===== src/rtl/hilo_mdu_pkg.sv =====
// Shared types and constants for the HI/LO multiply/divide unit.
package hilo_mdu_pkg;

   localparam int DW_DEF = 32;

   localparam logic [2:0] MD_NONE  = 3'd0;
   localparam logic [2:0] MD_MULT  = 3'd1;
   localparam logic [2:0] MD_MULTU = 3'd2;
   localparam logic [2:0] MD_DIV   = 3'd3;
   localparam logic [2:0] MD_DIVU  = 3'd4;
   localparam logic [2:0] MD_MTHI  = 3'd5;
   localparam logic [2:0] MD_MTLO  = 3'd6;

   typedef enum logic [1:0] {
      S_IDLE,
      S_MUL,
      S_DIV_ISSUE,
      S_DIV_WAIT
   } state_e;

endpackage


===== src/rtl/hilo_mdu_hilo_reg.sv =====
// HI/LO architectural registers. With HILO_BYPASS_EN defined the read ports
// forward the value being written at the coming edge.
module hilo_reg
   import hilo_mdu_pkg::*;
#(
   parameter int DW = DW_DEF
) (
   input  logic          clk,
   input  logic          rst,
   input  logic          hi_we_i,
   input  logic          lo_we_i,
   input  logic [DW-1:0] hi_wdata_i,
   input  logic [DW-1:0] lo_wdata_i,
   output logic [DW-1:0] hi_rdata_o,
   output logic [DW-1:0] lo_rdata_o
);

   logic [DW-1:0] hi_q, lo_q;

   always_ff @(posedge clk or negedge rst) begin
      if (!rst) begin
         hi_q <= '0;
         lo_q <= '0;
      end else begin
         if (hi_we_i) hi_q <= hi_wdata_i;
         if (lo_we_i) lo_q <= lo_wdata_i;
      end
   end

`ifdef HILO_BYPASS_EN
   assign hi_rdata_o = hi_we_i ? hi_wdata_i : hi_q;
   assign lo_rdata_o = lo_we_i ? lo_wdata_i : lo_q;
`else
   assign hi_rdata_o = hi_q;
   assign lo_rdata_o = lo_q;
`endif

endmodule


===== src/rtl/hilo_mdu.sv =====
// Execute-stage multiply/divide unit owning HI/LO; divides run on an external
// iterative divider. Optional read bypass via HILO_BYPASS_EN (in hilo_reg).
module hilo_mdu
   import hilo_mdu_pkg::*;
#(
   parameter int DW = DW_DEF
) (
   input  logic          clk,
   input  logic          rst,
   input  logic          flush,
   input  logic          md_valid,
   input  logic [2:0]    md_op,
   input  logic [DW-1:0] src_a,
   input  logic [DW-1:0] src_b,
   output logic          md_stall,
   output logic [DW-1:0] hi_rdata,
   output logic [DW-1:0] lo_rdata,
   output logic          div_valid,
   output logic          div_sign,
   output logic [DW-1:0] div_a,
   output logic [DW-1:0] div_b,
   output logic          div_flush,
   input  logic          div_stall,
   input  logic [2*DW-1:0] div_result
);

   state_e state_q, state_d;
   logic [2*DW-1:0] prod_q, prod_d;
   logic [2*DW-1:0] ext_a, ext_b, prod_full;
   logic accept, is_mul, is_div, mul_sign;
   logic hi_we, lo_we;
   logic [DW-1:0] hi_wd, lo_wd;

   assign accept   = (state_q == S_IDLE) && md_valid && !flush;
   assign is_mul   = (md_op == MD_MULT) || (md_op == MD_MULTU);
   assign is_div   = (md_op == MD_DIV)  || (md_op == MD_DIVU);
   assign mul_sign = (md_op == MD_MULT);

   // Extending both operands to 2*DW makes the truncated product correct
   // for both signed and unsigned interpretations.
   assign ext_a     = mul_sign ? {{DW{src_a[DW-1]}}, src_a} : {{DW{1'b0}}, src_a};
   assign ext_b     = mul_sign ? {{DW{src_b[DW-1]}}, src_b} : {{DW{1'b0}}, src_b};
   assign prod_full = ext_a * ext_b;

   assign div_sign  = (md_op == MD_DIV);
   assign div_a     = src_a;
   assign div_b     = src_b;
   assign div_flush = flush;

   always_ff @(posedge clk or negedge rst) begin
      if (!rst) begin
         state_q <= S_IDLE;
         prod_q  <= '0;
      end else begin
         state_q <= state_d;
         prod_q  <= prod_d;
      end
   end

   always_comb begin
      state_d = state_q;
      prod_d  = prod_q;
      unique case (state_q)
         S_IDLE: begin
            if (accept && is_mul) begin
               state_d = S_MUL;
               prod_d  = prod_full;
            end else if (accept && is_div) begin
               state_d = S_DIV_ISSUE;
            end
         end
         S_MUL:       state_d = S_IDLE;
         S_DIV_ISSUE: state_d = S_DIV_WAIT;
         S_DIV_WAIT:  if (!div_stall) state_d = S_IDLE;
         default:     state_d = S_IDLE;
      endcase
      if (flush) state_d = S_IDLE;
   end

   always_comb begin
      md_stall  = 1'b0;
      div_valid = 1'b0;
      hi_we     = 1'b0;
      lo_we     = 1'b0;
      hi_wd     = prod_q[2*DW-1:DW];
      lo_wd     = prod_q[DW-1:0];
      unique case (state_q)
         S_IDLE: begin
            if (accept) begin
               case (md_op)
                  MD_MTHI: begin
                     hi_we = 1'b1;
                     hi_wd = src_a;
                  end
                  MD_MTLO: begin
                     lo_we = 1'b1;
                     lo_wd = src_a;
                  end
                  MD_MULT, MD_MULTU: md_stall = 1'b1;
                  MD_DIV, MD_DIVU: begin
                     div_valid = 1'b1;
                     md_stall  = 1'b1;
                  end
                  default: ;
               endcase
            end
         end
         S_MUL: begin
            hi_we = 1'b1;
            lo_we = 1'b1;
         end
         S_DIV_ISSUE: md_stall = 1'b1;
         S_DIV_WAIT: begin
            if (div_stall) begin
               md_stall = 1'b1;
            end else begin
               hi_we = 1'b1;
               lo_we = 1'b1;
               hi_wd = div_result[2*DW-1:DW];
               lo_wd = div_result[DW-1:0];
            end
         end
         default: ;
      endcase
      // A flush retires nothing: no write, no stall.
      if (flush) begin
         md_stall = 1'b0;
         hi_we    = 1'b0;
         lo_we    = 1'b0;
      end
   end

   hilo_reg #(.DW(DW)) u_hilo (
      .clk        (clk),
      .rst        (rst),
      .hi_we_i    (hi_we),
      .lo_we_i    (lo_we),
      .hi_wdata_i (hi_wd),
      .lo_wdata_i (lo_wd),
      .hi_rdata_o (hi_rdata),
      .lo_rdata_o (lo_rdata)
   );

endmodule


===== config.mk =====
export PLATFORM = sky130hd
export DESIGN_NAME = hilo_mdu
export DESIGN_NICKNAME = d
export VERILOG_FILES = /design/src/rtl/hilo_mdu_pkg.sv /design/src/rtl/hilo_mdu_hilo_reg.sv /design/src/rtl/hilo_mdu.sv
export SDC_FILE = /design/constraint.sdc
export NUM_CORES = 2
export LEC_CHECK = 0
export BUFFER_PORTS_ARGS = -buffer_cell sky130_fd_sc_hd__buf_2
export CELL_PAD_IN_SITES_DETAIL_PLACEMENT = 1
export CELL_PAD_IN_SITES_GLOBAL_PLACEMENT = 1
export CORE_MARGIN = 5
export CORE_UTILIZATION = 46
export CTS_CLUSTER_SIZE = 20
export DETAILED_ROUTE_END_ITERATION = 10
export PLACE_DENSITY = 0.92
export SYNTH_ARGS = -nofsm -noshare
export SYNTH_HDL_FRONTEND = slang
export SYNTH_SLANG_ARGS = --single-unit

===== constraint.sdc =====
create_clock -name clk -period 2.56 [get_ports clk]
set_input_delay 0.256 -clock clk [delete_from_list [all_inputs] [get_ports clk]]
set_output_delay 0.256 -clock clk [all_outputs]
set_load 0.02 [all_outputs]

==> results of run 1 <==
## timing repair
action | in CTS
hold buffers | 1
gates resized for setup | 668
gates cloned | 11
buffers inserted | 124
endpoints found under the hold margin | 53
pin swaps | 263
endpoints found under the setup margin | 64
## per-stage QoR
| step | setup TNS, ps | hold slack, ps | setup slack (ps) |
|---|---|---|---|
| floorplan | -266660 | -39.6 | -6080 |
| global placement | -321510 | 255 | -6610 |
| detailed placement | -346960 | 255 | -7170 |
| CTS | -295330 | 145 | -6310 |
## cell families after synthesis
| family | Yosys count |
|---|---|
| AND/OR/NAND/NOR | 1475 |
| buffers and inverters | 1870 |
| flip-flops | 130 |
| XOR/XNOR | 113 |
| adder cells (fa/ha/maj) | 1739 |
| AO/OA/AOI/OAI | 491 |
## per-layer routing
layer / global-route usage [%] / GRT overflow
met5: 47.1 / 21
met4: 77.8 / 366
met3: 68.5 / 92
met2: 88.3 / 695
met1: 76.0 / 143
==> results by group, run 1 <==
GRT
  – Vias in the first global route: approximately 75000
  – First-pass GRT wire length: 675000 um
  – Largest net degree at the start of global routing: 97
  – Total grt overflow: 1317
  – Total GRT Usage: 77.3%

Placed design
  – DP Cell Count: 7997
  – Total placed instance area: between 60000 and 70000 um2
  – DPL Wire Length: 208000 um
  – Gpl congestion: 0.975
  – I/O Buffers: 267

Synth
  – Yosys top cell area share: 52.7%
  – Synthesized area: 53900 um2
  – Dominant synthesized flop cell: dfrtp_1
  – Synth area leaders: fa_1, inv_1, ha_1
  – Total number of yosys warnings: 0
  – Post-synth EDFFs: 0
  – Post-synthesis sequential area ratio: 6.04%
  – Dominant cell type by area after synthesis: fa_1
  – Top-count cell post-synth: inv_1
  – Adder-Cell Fraction of Synth Area: 60.1%
  – Synth top cells by count: inv_1, fa_1, nand2_1
  – Synth Area in Compound Gates: 5.76%
  – Largest family of logic cells by synthesized area: adder cells
  – Post-synth cell types: 74
  – Syn Area/Cell: 9.26 um2
  – Synth Area in XOR/XNOR: 1.84%
  – Mapped Cells: 5818
  – Post-Syn Nets: 7692
  – Synth Area in Simple Gates: 12.7%
  – Yosys reg bits: 130
  – Asr flop ratio synth: 100%
  – Multiplexer share of the synthesized area: 0%

Floorplan
  – Die Wd: 352 um
  – Die height: 352 um
  – Row count: 125
  – Io pins: between 200 and 300
  – Starting Density: 46.4%

Clocking
  – Longest Clk Path Bufs: 2
  – H-tree depth: 4
  – Inserted Clock Buffers: 17
  – Clock sinks: 130
  – CTS root buf: clkbuf_16

Outcome
  – Outcome: stopped before the end
  – Last stage: global routing (5_1_grt)
  – Stop err: [ERROR GRT-0116] Global routing finished with congestion. Check the congestion regions in the DRC Viewer.
==> run 2: changes to the inputs <==
Settings changed: CELL_PAD_IN_SITES_DETAIL_PLACEMENT 1 to unset, CELL_PAD_IN_SITES_GLOBAL_PLACEMENT 1 to unset, CORE_UTILIZATION 46 to 40, CTS_CLUSTER_SIZE 20 to unset, PLACE_DENSITY 0.92 to unset, PLACE_DENSITY_LB_ADDON set to 0.15.
Clock period 2.56 ns to 3.3 ns, I/O delays scaled along.
==> run 2 against run 1 <==
Compared with the run above: the flow now finishes, with violations (negative hold slack, negative setup slack); synthesized cell count is the same; synthesized area is the same.
==> results by group, run 2 <==
Critical path
  – Crit. End Element: flip-flop
  – Slowest CP cell: fa_2
  – FF-to-FF setup slack: 640 ps
  – Delay of the slowest cell on the worst path: 620 ps
  – Worst path required time: about 3700 ps
  – Crit path max fanout: 8
  – Crit path top cell by count: fa_1
  – Reg2Reg Depth: 11
  – RR Startpoint: state_q[0]$_DFFE_PN0P_
  – Arr. time, crit path: ~9000 ps
  – Worst R2R End: u_hilo.hi_rdata_o[0]$_DFFE_PN0P_
  – Startpoint types: input pin
  – Crit Path Category: in -> reg

Timing
  – Setup slack after layout: -5330 ps
  – Final hold vios: 6
  – Slew headroom: a little under a third
  – Final Critical Period: 8630 ps
  – Pins Over Slew Limit: 0
  – Setup-failing EPs final: 59
  – RSZ-0062 raised after global routing: yes
  – Fin crit share: 262%
  – Pin slew with the least headroom to its limit: 1050 ps
  – Fin Clk Skew: 8.37 ps
  – Setup tns final: -241910 ps
  – Hold Slack: -38.4 ps
  – Max Clk Rate: 0.116 GHz

Synth
  – Dominant cell type by area after synthesis: fa_1
  – Yosys top cell area share: 52.7% (unchanged)
  – Post-synth EDFFs: 0 (unchanged)
  – Synthesized area: 53900 um2 (unchanged)
  – Top-count cell post-synth: inv_1
  – Mapped Cells: 5818 (unchanged)
  – Post-synthesis sequential area ratio: 6.04% (unchanged)
  – Synth top cells by count: inv_1, fa_1, nand2_1
  – Yosys reg bits: 130 (unchanged)
  – Synth area leaders: fa_1, inv_1, ha_1
  – Post-Syn Nets: 7692 (unchanged)
  – Total number of yosys warnings: 0 (unchanged)
  – Asr flop ratio synth: 100% (unchanged)
  – Post-synth cell types: 74 (unchanged)
  – Syn Area/Cell: 9.26 um2 (unchanged)
  – Dominant synthesized flop cell: dfrtp_1

Clocking
  – Longest Clk Path Bufs: 2 (unchanged)
  – CTS root buf: clkbuf_16
  – H-tree depth: 4 (unchanged)
  – CTS tree: yes
  – Clock insertion delay at the later pin of the skew report: 430 ps
  – Hold Buf Count CTS: 0 (-1)
  – Reg clk slew, reported paths: roughly 70 ps
  – Clock sinks: 130 (unchanged)
  – Inserted Clock Buffers: 17 (unchanged)

Detailed routing
  – Final WL: between 150000 and 200000 um
  – Drt drc: 0
  – Via density: 4.96
  – Wire per inst: 22.5 um
  – Routed vias: around 42000
  – DR iter-0 viols: between 2000 and 2500
  – Detail Route Antenna Nets: 0
  – DRT Pass-1 Iters: 5

GRT
  – Number of antenna violations at the first check in global routing: 14
  – Largest net degree at the start of global routing: 99
  – Vias in the first global route: 46800
  – First-pass GRT wire length: 288000 um
  – Total grt overflow: 0
  – Total GRT Usage: between 20% and 30%

Finish
  – Area of the multi-input gates: between 40000 and 50000 um2
  – Max reg flops: 64
  – Register with the most flip-flops: prod_q
  – Register area: 3250 um2
  – Layout cell share with drive strength beyond 1: 25.2%
  – Fill cells: 12600
  – Area Overhead vs Synth: 26.0%
  – Most frequent cells in the layout: inv_1, fa_1, nand2_1
  – Core Util, Final: 50.8%
  – Most common cell after layout, fill and taps aside: inv_1
  – Nets: approximately 8500

Placed design
  – I/O Buffers: 267 (unchanged)
  – DPL Wire Length: 162000 um (-22%)
  – Gpl congestion: 0.971 (-0.42%)

Floorplan
  – Io pins: 268 (unchanged)
  – Die Footprint: 142000 um2
  – Core area: 134000 um2
  – Starting Density: 40.3% (-6.0 points)
  – Die height: 377 um (+7.0%)
  – Die Wd: 377 um (+7.0%)
  – Row count: 134 (+7.2%)

Min path
  – Hold crit path type: in -> async

Outcome
  – Failing checks: negative hold slack, negative setup slack
  – Outcome: finished, violations left

Run
  – Max-cap viol count: 0
run 2: cells by family after synthesis:
family                     share of synthesized area, %
buffers and inverters                              13.5
adders and majority gates                          60.1
and+or+nand+nor                                    12.7
AOI/OAI and AO/OA                                  5.76
DFF                                                6.04
xor gates and xnor gates                           1.84
run 2: area by class of cell:
class / count / area share, %
multi-input combinational: 3818 / 67.5
timing repair buffer: 1178 / 15.2
inverter: 1490 / 8.26
sequential: 130 / 4.79
tap: 1768 / 3.26
clock buffer: 18 / 0.632
clock inverter: 14 / 0.267
antenna: 11 / 0.0406
run 2: what timing repair did:
action / CTS / global route
resized for setup: 497 / 194
buffers inserted: 78 / 46
endpoints found under the hold margin: 0 / 0
setup endpoints to repair: 60 / 59
pin swaps: 183 / 145
cloned: 7 / 3
run 2: per-stage QoR:
stage,instance area (um2),hold WS (ps),setup WS (ps),instances
floorplan,55700,34.4,-5420,5818
global placement,63300,458,-6120,8263
detailed placement,63300,464,-6210,8263
CTS,66700,18.2,-5270,8374
global route,67800,50.3,-5620,8421
finish,67900,-38.4,-5330,8427
run 2: worst max path at each step:
stage / from / to / cells past startpoint
after floorplan: md_op[1] / prod_q[60]$_DFFE_PN0P_ / 31
after global placement: md_op[1] / prod_q[60]$_DFFE_PN0P_ / 34
after detailed placement: md_op[1] / prod_q[60]$_DFFE_PN0P_ / 34
after CTS: md_op[2] / prod_q[60]$_DFFE_PN0P_ / 34
after global routing: md_op[2] / prod_q[60]$_DFFE_PN0P_ / 31
final: md_op[2] / prod_q[60]$_DFFE_PN0P_ / 31
run 2: worst max-delay path, delay by kind of cell:
kind,cells,cell delay [ps]
simple gates,9,1880
compound gates,4,450
buf+inv,7,860
fa+ha+maj,11,5450
run 2: metal layers:
metal  GRT usage (%)  wire, um  up-vias
met2            49.9     98500     1057
met4            11.5     11300        0
met3            2.40      8320      306
met1            32.5     71200    22000
li1                -         -    18400
met5               0         0        -
Power of run 2 is not shown: default switching activity piles up to over one toggle a cycle in this logic, so the estimate is an artifact.
